[config.mk]
export PLATFORM = sky130hd
export DESIGN_NAME = ysyx_23060042_ifu_fetch
export DESIGN_NICKNAME = d
export VERILOG_FILES = /design/src/rtl/ysyx_23060042_pkg.sv /design/src/rtl/ysyx_23060042_ifu_fetch.sv
export SDC_FILE = /design/constraint.sdc
export NUM_CORES = 1
export LEC_CHECK = 0
export ABC_AREA = 1
export BUFFER_PORTS_ARGS = -buffer_cell sky130_fd_sc_hd__buf_2
export CAP_MARGIN = 20
export CORE_MARGIN = 2
export CORE_UTILIZATION = 46
export DETAILED_ROUTE_END_ITERATION = 7
export HOLD_SLACK_MARGIN = 0.15
export MAX_ROUTING_LAYER = met4
export PLACE_DENSITY_LB_ADDON = 0.25
export SETUP_SLACK_MARGIN = 0.2
export SLEW_MARGIN = 20
export SYNTH_ARGS = -nofsm -noshare
export SYNTH_HDL_FRONTEND = slang
export SYNTH_SLANG_ARGS = --single-unit
[constraint.sdc]
create_clock -name clk -period 1.4 [get_ports clk]
set_input_delay 0.28 -clock clk [delete_from_list [all_inputs] [get_ports clk]]
set_output_delay 0.28 -clock clk [all_outputs]
set_load 0.01 [all_outputs]
[src/rtl/ysyx_23060042_pkg.sv]
// Shared types and constants for the ysyx_23060042 fetch front end.
package ysyx_23060042_pkg;

   typedef enum logic [1:0] {
      FETCH_REQ  = 2'd0,
      FETCH_WAIT = 2'd1,
      FETCH_HOLD = 2'd2
   } fetch_state_t;

   localparam logic [31:0] RESET_PC = 32'h8000_0000;
   localparam logic [31:0] INST_NOP = 32'h0000_0013;

endpackage

[src/rtl/ysyx_23060042_ifu_fetch.sv]
// Instruction fetch unit: owns the PC, keeps at most one imem read in flight,
// buffers the returned word and hands it to the IDU over valid/ready.
//
// state      | meaning
// -----------+-------------------------------------------------------------
// FETCH_REQ  | read request for pc presented to imem, waiting for acceptance
// FETCH_WAIT | request accepted, waiting for the single response
// FETCH_HOLD | instruction buffered, inst_valid high until the IDU takes it
//
// kill marks the in-flight response as stale after a redirect; that word is
// dropped and the fetch restarts at the redirect target.
module ysyx_23060042_ifu_fetch
   import ysyx_23060042_pkg::*;
#(
   parameter logic [31:0] RESET_PC = ysyx_23060042_pkg::RESET_PC,
   parameter int          XLEN     = 32
) (
   input  logic            clk,
   input  logic            rst_n,
   output logic            imem_req_valid,
   input  logic            imem_req_ready,
   output logic [XLEN-1:0] imem_req_addr,
   input  logic            imem_rsp_valid,
   input  logic [XLEN-1:0] imem_rsp_data,
   output logic            inst_valid,
   input  logic            inst_ready,
   output logic [XLEN-1:0] inst,
   output logic [XLEN-1:0] inst_pc,
   input  logic            redirect_valid,
   input  logic [XLEN-1:0] redirect_pc,
   output logic            fetch_busy
);

   fetch_state_t    state, state_n;
   logic [XLEN-1:0] pc, pc_n;
   logic            kill, kill_n;
   logic            inst_valid_q, inst_valid_n;
   logic [XLEN-1:0] inst_q, inst_n;
   logic [XLEN-1:0] inst_pc_q, inst_pc_n;
   logic [XLEN-1:0] target;

   // redirect targets are always word aligned; the low two bits are dropped
   assign target = redirect_pc & ~XLEN'(3);

   // state, PC, kill flag and instruction buffer
   always_ff @(posedge clk or negedge rst_n) begin
      if (!rst_n) begin
         state        <= FETCH_REQ;
         pc           <= RESET_PC;
         kill         <= 1'b0;
         inst_valid_q <= 1'b0;
         inst_q       <= INST_NOP;
         inst_pc_q    <= RESET_PC;
      end else begin
         state        <= state_n;
         pc           <= pc_n;
         kill         <= kill_n;
         inst_valid_q <= inst_valid_n;
         inst_q       <= inst_n;
         inst_pc_q    <= inst_pc_n;
      end
   end

   // next-state logic; a redirect takes priority over every other event
   always_comb begin
      state_n      = state;
      pc_n         = pc;
      kill_n       = kill;
      inst_valid_n = inst_valid_q;
      inst_n       = inst_q;
      inst_pc_n    = inst_pc_q;
      case (state)
         FETCH_REQ: begin
            if (redirect_valid) begin
               pc_n = target;
               if (imem_req_ready) begin
                  // the old address was accepted anyway; its word must be dropped
                  kill_n  = 1'b1;
                  state_n = FETCH_WAIT;
               end
            end else if (imem_req_ready) begin
               state_n = FETCH_WAIT;
            end
         end
         FETCH_WAIT: begin
            if (redirect_valid) begin
               pc_n = target;
               if (imem_rsp_valid) begin
                  kill_n  = 1'b0;
                  state_n = FETCH_REQ;
               end else begin
                  kill_n = 1'b1;
               end
            end else if (imem_rsp_valid) begin
               if (kill) begin
                  kill_n  = 1'b0;
                  state_n = FETCH_REQ;
               end else begin
                  inst_n       = imem_rsp_data;
                  inst_pc_n    = pc;
                  inst_valid_n = 1'b1;
                  state_n      = FETCH_HOLD;
               end
            end
         end
         FETCH_HOLD: begin
            if (redirect_valid) begin
               // a same-cycle handshake still completes, but the target wins over pc+4
               pc_n         = target;
               inst_valid_n = 1'b0;
               state_n      = FETCH_REQ;
            end else if (inst_ready) begin
               pc_n         = pc + XLEN'(4);
               inst_valid_n = 1'b0;
               state_n      = FETCH_REQ;
            end
         end
         default: begin
            state_n      = FETCH_REQ;
            kill_n       = 1'b0;
            inst_valid_n = 1'b0;
         end
      endcase
   end

   // request is held off while reset is asserted so nothing leaks out during reset
   assign imem_req_valid = rst_n && (state == FETCH_REQ);
   assign imem_req_addr  = pc;
   assign inst_valid     = inst_valid_q;
   assign inst           = inst_q;
   assign inst_pc        = inst_pc_q;
   assign fetch_busy     = (state == FETCH_WAIT);

endmodule

==> summary.txt <==
Routing
  • Vias: between 5,000 and 6,000
  • Routed Antenna Nets: 0
  • DRC: 0
  • Routed WL per cell: 19.0 um
  • First drt pass iteration count: 5
  • Overall routed net length: between 15 and 20 mm
  • First DRT Iteration DRCs: between 400 and 500
  • Vias/cell: 5.30

Critical path
  • Worst setup SP type: flip-flop
  • Critical path data arrival time: about 1.9 ns
  • CP delay by family, top: buffers and inverters
  • Buffers and inverters on the worst path: 5
  • Critical-path cell list: buf_6 -> inv_4 -> nor2_4 -> inv_2 -> nand2_1 -> nand2_2 -> inv_4 -> bufbuf_16 -> nor2_1 -> a31oi_1
  • CP dominant cell by count: inv_4
  • Worst setup EP type: flip-flop
  • Worst path required time: between 1.5 and 2 ns
  • Slowest CP cell: dfrtp_2
  • CP Max Fanout: 12
  • Max stage delay on crit path: 0.39 ns
  • Critical path class: reg -> reg

Synthesis
  • Seq cells post-synth: 96
  • Sequential fraction of the synthesis area: 48.5%
  • Syn Area/Cell: around 8.5 um2
  • YS warnings: 0
  • Syn Inst Count: approximately 580
  • Synth unique cells: 32
  • Synthesized cell area: a little under 5000 um2

STA
  • Count of final hold-check violations: 0
  • Endpoints failing setup: 97
  • Clk_skew: around 0.012 ns
  • RSZ-0062 raised after global routing: true
  • Hold Slack: around 0.16 ns
  • Setup TNS: -12.22 ns
  • Post-route minimum period: 1.66 ns
  • Final Cycle Share: 118%
  • Fmax: roughly 0.6 GHz
  • Max-slew violation count: 0
  • Fin worst setup slack: -0.258 ns

Layout
  • Layout cells sized above 1: about 55%
  • Nets: 977
  • ANT cells: 0
  • Design Area, Final: about 8600 um2
  • Layout area overhead: 73.5%

Clocking
  • Root Buffer: clkbuf_8
  • CTS sink count: 96
  • CTS tree: done
  • Worst skew pair latency: approximately 0.38 ns
  • H-tree Lvls: 3
  • Max Root-Sink Buffers: 2
  • Clock buffer count from CTS: 9
  • Clock slew at reported path FFs: 0.09 ns

Place
  • Placed Area: about 6500 um2
  • Global placer's final weighted congestion: just under 1
  • Buffers on Ports: approximately 160
  • HPWL Detailed: around 11 mm
  • Setup WS pre-CTS: -0.0991 ns

Hold path
  • Min-Delay Path Class: in -> reg

Global route
  • First-pass GRT wire length: 26.3 mm
  • Largest net degree at the start of global routing: slightly below 100
  • Total congestion overflow: 0
  • Initial antenna violation count: 0
  • Gr usage total: between 30% and 40%
  • Vias in the first global route: about 5,100

Floorplan
  • Io pins: ~170
  • Core Region: roughly 10,000 um2
  • Die Wd: approximately 110 um
  • Die area: ~12,000 um2
  • Die H: between 100 and 150 um
  • Initial Util: a little under half
  • Row cnt: 37

Pwr
  • Power per cell area: between 1500 and 2000 nW/um2
  • Tot Pwr: approximately 14,000 uW
  • IR drop worst, VDD: ~1.0 mV
  • Lkg Pwr: about 0.0043 uW

Run status
  • Status: finished, violations left
  • Failing checks: negative setup slack

Run
  • Max_cap viols: 0
## cells in the final DEF (no fill, tap or decap), types with 11 or more instances in the layout
cell,count
buf_4,89
dfrtp_1,73
inv_1,38
buf_2,116
nor2_1,37
nor2_2,11
nand2_2,23
nand3_2,13
o21a_1,14
mux2_4,33
buf_6,80
clkbuf_8,11
buf_12,14
dfrtp_2,18
nor2_4,11
o21ai_1,15
nand2_1,155
nand3_1,22
o21ai_2,30
dlygate4sd3_1,26
## metrics by stage
stage                     instances  util [%]
after floorplan                 585         -
after global placement          910      62.0
after detailed placement        910      62.0
after CTS                       996      74.7
after global routing           1047      82.8
final                          1047      82.8
## final cells by class
| type | count | area (um2) |
|---|---|---|
| fill | 596 | 1790 |
| sequential | 96 | 2430 |
| inverter | 46 | 180 |
| clock buffer | 12 | 155 |
| multi-input combinational | 417 | 2690 |
| tap | 136 | 170 |
| clock inverter | 4 | 27.5 |
| timing repair buffer | 336 | 2980 |
## per-layer routing
layer	part of all wire [%]	track usage [%]
met5	0	-
met4	3.7	10.9
met3	7.4	3.80
met2	50	50.4
met1	39	38.6
## kinds of logic (layout without fill, tap and decap cells)
family,after synthesis,count (layout),share of synthesized area (%)
other,1,4,0.0754
flip-flops,96,96,48.5
XOR/XNOR,3,3,0.529
AO/OA/AOI/OAI,86,86,9.94
adder cells (fa/ha/maj),1,1,0.252
buffers and inverters,72,398,7.07
multiplexers,34,34,9.97
AND/OR/NAND/NOR,289,289,23.7
## state kept, by name, summed over array words and instances, names as in the netlist
signal,count
imem_req_addr,30
kill,1
inst_valid,1
inst_pc,30
inst,32
state,2
## synthesized netlist by cell type (all sizes together)
master | n | share of area [%]
a21bo | 1 | 0.20
a21oi | 9 | 0.91
a22oi | 1 | 0.25
a31oi | 1 | 0.13
buf | 20 | 3.1
clkbuf | 6 | 0.45
conb | 1 | 0.075
dfrtp | 91 | 46
dfstp | 5 | 2.6
ha | 1 | 0.25
inv | 46 | 3.5
mux2 | 34 | 10
nand2 | 183 | 14
nand3 | 39 | 3.9
nand4 | 3 | 0.38
nor2 | 59 | 4.9
o2111ai | 1 | 0.18
o21a | 14 | 2.1
o21ai | 53 | 5.3
o21bai | 2 | 0.30
o22ai | 3 | 0.38
o31ai | 1 | 0.15
or2 | 5 | 0.63
xor2 | 3 | 0.53
## what timing repair did
item                                    4_1_cts  5_1_grt
setup buffers                                38       46
endpoints found under the setup margin      129      173
endpoints found under the hold margin       116        0
gates cloned                                  6        5
pin swaps                                     4       20
hold buffers                                 26        0
resized for setup                            83      103
## power breakdown
group / total (uW) / switching [uW] / internal, uW / leakage [uW]
registers: 4820 / 897 / 3930 / 0.00114
clock network: 1800 / 1040 / 754 / 0.0000972
logic: 7670 / 3390 / 4280 / 0.00306
total: 14300 / 5330 / 8960 / 0.00430
## worst register-to-register path: cells and delay by family, from the launching register on
family	cells	cell delay, ns
simple gates	4	0.33
buf+inv	5	0.66
flops	1	0.39
compound gates	1	0.19
## worst paths after layout
kind                       depth (start not counted)         startpoint                to  slack [ns]
setup / recovery                                  10           state[1]  imem_req_addr[3]       -0.26
hold / removal                                     2  imem_rsp_data[18]          inst[18]        0.16
min in group asynchronous                          3              rst_n       inst_pc[22]        0.60
hold reg to reg                                    2        inst_pc[23]       inst_pc[23]        0.48
setup reg to reg                                  10           state[1]  imem_req_addr[3]       -0.26
max in group asynchronous                          3              rst_n  imem_req_addr[2]        0.42
Note: power is estimated with default switching activity, not from simulation.
